===== src/rtl/pipe_stage_hs.sv =====
// pipe_stage_hs: generic inter-stage pipeline register with valid/ready
// handshake, a two-entry skid buffer (main entry M plus skid entry S),
// synchronous flush and bubble masking of the control vector.
//
// Optional feature macro: PIPE_STAGE_STALL_CNT_EN
//   defined   -> CNT_W parameter, stall_cnt port and a saturating counter of
//                output-stall cycles (cleared by rst only, not by flush).
//   undefined -> no counter and no stall_cnt port. Handshake is unchanged.
module pipe_stage_hs #(
  parameter int                CTRL_W   = 24,
  parameter int                DATA_W   = 64,
  parameter logic [CTRL_W-1:0] CTRL_NOP = '0
`ifdef PIPE_STAGE_STALL_CNT_EN
  ,
  parameter int                CNT_W    = 16
`endif
) (
  input  logic              clk,
  input  logic              rst,
  input  logic              flush,
  input  logic              in_valid,
  output logic              in_ready,
  input  logic [CTRL_W-1:0] ctrl_is,
  input  logic [DATA_W-1:0] data_is,
  output logic              out_valid,
  input  logic              out_ready,
  output logic [CTRL_W-1:0] ctrl_os,
  output logic [DATA_W-1:0] data_os
`ifdef PIPE_STAGE_STALL_CNT_EN
  ,
  output logic [CNT_W-1:0]  stall_cnt
`endif
);

  // Occupancy of the stage. M is valid in ONE and FULL, S only in FULL.
  typedef enum logic [1:0] {
    ST_EMPTY = 2'b00,
    ST_ONE   = 2'b01,
    ST_FULL  = 2'b10
  } state_t;

  // What happens to the M/S storage on the coming edge.
  typedef enum logic [1:0] {
    M_HOLD  = 2'b00,
    M_INPUT = 2'b01,
    M_SKID  = 2'b10,
    M_CLEAR = 2'b11
  } m_op_t;

  state_t            r_state;
  state_t            w_next_state;
  m_op_t             w_m_op;
  logic              w_load_s;

  logic              r_in_ready;
  logic [CTRL_W-1:0] r_m_ctrl;
  logic [DATA_W-1:0] r_m_data;
  logic [CTRL_W-1:0] r_s_ctrl;
  logic [DATA_W-1:0] r_s_data;

  logic              w_m_valid;
  logic              w_accept;
  logic              w_consume;

  assign w_m_valid = (r_state != ST_EMPTY);

  // Flush kills an input arriving in the same cycle, so it never counts as
  // accepted. Consume only happens when M actually holds an entry.
  assign w_accept  = in_valid & r_in_ready & ~flush;
  assign w_consume = w_m_valid & out_ready;

  // Next-state and storage-control decode.
  always_comb begin
    // NOTE: every signal gets a default before the case so no path leaves
    // one unassigned; an unassigned path in always_comb infers a latch.
    w_next_state = r_state;
    w_m_op       = M_HOLD;
    w_load_s     = 1'b0;

    if (flush) begin
      w_next_state = ST_EMPTY;
      w_m_op       = M_CLEAR;
    end else begin
      unique case (r_state)
        ST_EMPTY: begin
          if (w_accept) begin
            w_next_state = ST_ONE;
            w_m_op       = M_INPUT;
          end
        end
        ST_ONE: begin
          if (w_accept && w_consume) begin
            w_m_op = M_INPUT;
          end else if (w_accept) begin
            w_next_state = ST_FULL;
            w_load_s     = 1'b1;
          end else if (w_consume) begin
            w_next_state = ST_EMPTY;
          end
        end
        ST_FULL: begin
          // in_ready is low here, so w_accept cannot be set.
          if (w_consume) begin
            w_next_state = ST_ONE;
            w_m_op       = M_SKID;
          end
        end
        default: begin
          w_next_state = ST_EMPTY;
          w_m_op       = M_CLEAR;
        end
      endcase
    end
  end

  // State register and the registered ready derived from the next state.
  always_ff @(posedge clk) begin
    // NOTE: sequential state uses non-blocking assignments so every flop
    // samples pre-edge values regardless of block ordering.
    if (rst) begin
      r_state    <= ST_EMPTY;
      r_in_ready <= 1'b1;
    end else begin
      r_state    <= w_next_state;
      r_in_ready <= (w_next_state != ST_FULL);
    end
  end

  // Main entry payload. Data is reset because it is visible on data_os
  // while the stage is empty; the control half is masked when invalid.
  always_ff @(posedge clk) begin
    if (rst) begin
      r_m_data <= '0;
      r_m_ctrl <= CTRL_NOP;
    end else begin
      unique case (w_m_op)
        M_INPUT: begin
          r_m_ctrl <= ctrl_is;
          r_m_data <= data_is;
        end
        M_SKID: begin
          r_m_ctrl <= r_s_ctrl;
          r_m_data <= r_s_data;
        end
        M_CLEAR: begin
          r_m_ctrl <= CTRL_NOP;
          r_m_data <= '0;
        end
        default: ;
      endcase
    end
  end

  // Skid entry payload.
  always_ff @(posedge clk) begin
    // NOTE: S is storage only and is never observed unless its valid state
    // (FULL) is set, so it carries no reset; only the state is reset.
    if (w_load_s) begin
      r_s_ctrl <= ctrl_is;
      r_s_data <= data_is;
    end
  end

  assign in_ready  = r_in_ready;
  assign out_valid = w_m_valid;
  assign ctrl_os   = w_m_valid ? r_m_ctrl : CTRL_NOP;
  assign data_os   = r_m_data;

`ifdef PIPE_STAGE_STALL_CNT_EN
  logic [CNT_W-1:0] r_stall_cnt;
  logic             w_stall;

  assign w_stall = w_m_valid & ~out_ready;

  // Saturating output-stall counter; flush deliberately leaves it alone.
  always_ff @(posedge clk) begin
    if (rst) begin
      r_stall_cnt <= '0;
    end else if (w_stall && (r_stall_cnt != {CNT_W{1'b1}})) begin
      r_stall_cnt <= r_stall_cnt + CNT_W'(1);
    end
  end

  assign stall_cnt = r_stall_cnt;
`endif

endmodule

===== config.mk =====
export PLATFORM = sky130hd
export DESIGN_NAME = pipe_stage_hs
export DESIGN_NICKNAME = d
export VERILOG_FILES = /design/src/rtl/pipe_stage_hs.sv
export SDC_FILE = /design/constraint.sdc
export NUM_CORES = 1
export LEC_CHECK = 0
export CORE_MARGIN = 5
export CORE_UTILIZATION = 53
export CTS_CLUSTER_SIZE = 40
export DETAILED_ROUTE_END_ITERATION = 7
export GPL_TIMING_DRIVEN = 0
export PLACE_DENSITY_LB_ADDON = 0.15
export SYNTH_ARGS = -nofsm -noshare
export SYNTH_HDL_FRONTEND = slang
export SYNTH_SLANG_ARGS = --single-unit

===== constraint.sdc =====
create_clock -name clk -period 23 [get_ports clk]
set_clock_uncertainty 0.2 [all_clocks]
set_input_delay 2.3 -clock clk [delete_from_list [all_inputs] [get_ports clk]]
set_output_delay 2.3 -clock clk [all_outputs]
set_load 0.03 [all_outputs]

==> results.txt <==
- Finished Core Util: 73.5%
- Total Routing Usage GR: 24.3%
- Remaining global-route overflow: 0
* Period minus WS final: 4.98 ns
* Reg2Reg Setup Slack: 19.94 ns
* Number of failing hold endpoints at the final stage: 0
- Setup violations remaining at the end of the flow were counted as 0.
- Number of detailed-routing iterations run before antenna repair: 5
- Library cell contributing the largest single delay on the critical path: clkdlybuf4s50_1
- Outcome: completed
- The number of cells on the worst reg-to-reg path is 7.
- Period utilisation layout: 21.7%
- Number of ports placed on the die boundary: 183
* CTS tree: done
- The number of nets in the synthesized netlist is 731.
* Post-synth design cell area: 0.00743 mm2
- The later pin in the worst-skew pair is clocked with a latency of 0.42 ns.
* Count of hold buffers inserted by post-cts repair: 0
- Worst slack on hold paths: 0.311 ns
- Count of max-cap constraint violations: 0
- Share of layout cells above drive strength 1: 16.0%
* Resize count post-CTS: 0
- Post-route setup TNS: 0 ns
* Clock-pin slew reported for the worst setup and hold paths after clock tree synthesis: 0.07 ns
- Ratio of routed vias to standard cells: 5.70
- 0 antenna diodes ended up in the layout.
- Area overhead of the layout relative to synthesis: 36.8%
- Flop and latch count out of synthesis: 179
- Per-cell routed wire length: 19.3 um
- The floorplan step set the die height to 128 um.
- In this run the most critical hold path is launched from data_os[57].
* Max Buffers Root-to-Sink: 2
* Final weighted congestion in routability-driven placement: 0.845
* Data arrival time of the critical path: 2.48 ns
* Post-Syn Area per Cell: 11.6 um2
- The number of buffers and inverters on the critical path is 2.
- DP Wirelength: 14.0 mm
* Remaining routing DRC violations: 0
- Sequential cells were found to cover 60.1% of the synthesized design area.
- Grouping stages by cell kind, the critical path spends the most delay in buffers and inverters.
- The library cells used most frequently in the layout, excluding fill and tap cells, are clkdlybuf4s50_1, nor2b_1, dfxtp_1, inv_1.
- After routing the design area is 0.0102 mm2.
- Largest fanout on the critical path: 10
* Most common cell after layout, fill and taps aside: clkdlybuf4s50_1
- Routed via count: 5943
* Wire length after detailed routing: 20.1 mm
- In this run, placement finished with an instance count of 1012.
- In this design, the stage delay of the slowest critical-path cell is 0.61 ns.
- The worst register-to-register path begins at r_state[1].
- The total area inside the core boundary comes to 0.0138 mm2.
- Pin count of the biggest net entering global routing: 17
- Remaining antenna violation count after routing: 0
- The die covers 0.0165 mm2.
* Critical path launch point type: flop
- Cell depth of the worst min-delay path: 2
- Endpoint class of the critical path: primary output
* Number of cells produced by synthesis: 638
- From left edge to right edge, the die measures 128 um.
- Hold Crit Class: reg2reg
* RSZ-0062 raised after global routing: false
- The path with the worst hold slack has its endpoint at data_os[57].
- Row generation in the floorplan step produced 43 rows.
- After the last flow step, the layout net total stands at 944.
* # H-tree levels: 4
* Layout filler cell count: 947
* Relative max-transition margin: 35.5%
- The multi-input combinational cells in the finished layout cover a total of 0.00237 mm2.
- Post-layout instance count excluding filler cells: 1043
- Post-Place Cell Area: 0.00958 mm2
- Slew at the pin closest to its max-slew limit: 0.963 ns
- The count of buffers added on input and output ports is 182.
- The first global-routing pass estimated 31.5 mm of wire.
- The initial antenna violation count was 0.
* Maximum clock frequency: 201 MHz
* Required arrival time at the worst endpoint: 20.50 ns
- Number of library cell types mapped by synthesis: 26
* Synth warn: 0
* Effective utilization at floorplan: 53.7%
* Ordered list of cells on the worst path: nor2_1 -> clkbuf_1 -> nor2b_1 -> clkdlybuf4s50_1
* Max-slew violation total from the final report: 0
* Root buffer selected by CTS: clkbuf_16
- Initial detailed-routing violation count: 444
- Area occupied by registers: 0.00446 mm2
* Leakage power: 3.92 nW
- Number of global-route vias before repair: 6081
- For this design, the sink count on the clock tree is 179.
* Destination of the worst register-to-register timing path: r_s_data[13]
* Post-CTS setup repair buffer count: 0
* Kind of critical path: reg2out
- Max IR drop VDD: 0.0507 mV
- In this run the power density over the cells is 71.0 mW/mm2.
* Number of buffers added by the clock tree synthesis step: 17
==> worst register-to-register path, cell delays in order, from the launching register on <==
cell and delay [ns]:
dfxtp_1 0.35, clkbuf_1 0.33, clkbuf_1 0.35, nor4_2 0.68, buf_4 0.31, buf_6 0.16
buf_4 0.20, buf_4 0.19
==> logic make-up after synthesis <==
family          after synthesis  synth area share (%)
flops                       179                  60.1
simple gates                126                  10.5
mux                           1                 0.135
compound gates              182                  21.2
buf+inv                     150                  8.07
==> cell type report <==
class	count	share of cell area, %
Multi-Input combinational cell	309	23.3
Inverter	90	3.33
Timing Repair Buffer	194	18.9
Buffer	60	2.57
Clock buffer	23	4.71
Tap cell	180	2.22
Clock inverter	8	1.01
Sequential cell	179	43.9
==> synth_stat cells <==
library cell  instances  share of area, %
a211o_1               1              0.12
a21oi_1               2              0.13
a31oi_1               1             0.084
and2_1                1             0.084
and3b_1               1              0.12
buf_1                 1             0.050
buf_2                 5              0.34
buf_6                 4              0.61
clkbuf_1             50               2.5
dfxtp_1              91                25
edfxtp_1             88                36
inv_1                90               4.5
mux2i_1               1              0.13
nand2_1               2              0.10
nand2b_1              2              0.17
nand3_1               1             0.067
nor2_1                3              0.15
nor2b_1             113               9.5
nor4_1                1             0.084
o21ai_0               1             0.067
o21bai_1              1              0.10
o221a_2              87                13
o22a_1                1              0.12
o22ai_1              88               7.4
or2_1                 1             0.084
or2_2                 1             0.084
==> per-stage QoR <==
step	setup WS, ns	total power, mW
finish	18.02	0.721
global route	17.85	0.743
CTS	17.99	0.724
detailed placement	17.97	0.441
global placement	6.35	0.439
floorplan	11.16	0.400
==> sequential cells by signal, indices dropped and copies added (netlist names) <==
| name | count |
|---|---|
| r_s_data | 64 |
| data_os | 64 |
| in_ready | 1 |
| r_m_ctrl | 24 |
| r_state | 2 |
| r_s_ctrl | 24 |
==> worst max-delay path by stage <==
| stage | start | endpoint | slack (ns) | cells after the start |
|---|---|---|---|---|
| floorplan | flush | r_s_ctrl[0] | 11.16 | 1 |
| global placement | out_ready | r_s_data[13] | 6.35 | 3 |
| detailed placement | out_ready | data_os[51] | 17.97 | 6 |
| CTS | r_state[0] | ctrl_os[21] | 17.99 | 4 |
| global route | r_state[0] | ctrl_os[19] | 17.85 | 4 |
| finish | r_state[0] | ctrl_os[19] | 18.02 | 4 |
==> per-layer routing <==
layer / GRT usage (%) / vias to the layer above / share of wire (%)
li1: - / 2774 / -
met1: 31.8 / 2895 / 43
met2: 39.2 / 232 / 48
met3: 5.11 / 42 / 6.5
met4: 10.9 / 0 / 2.7
met5: 0 / - / 0
==> where the power goes <==
part / switching [mW] / internal, mW
registers: 0.00510 / 0.343
logic: 0.0445 / 0.0425
clock network: 0.118 / 0.168
(Power assumes the default switching activity.)
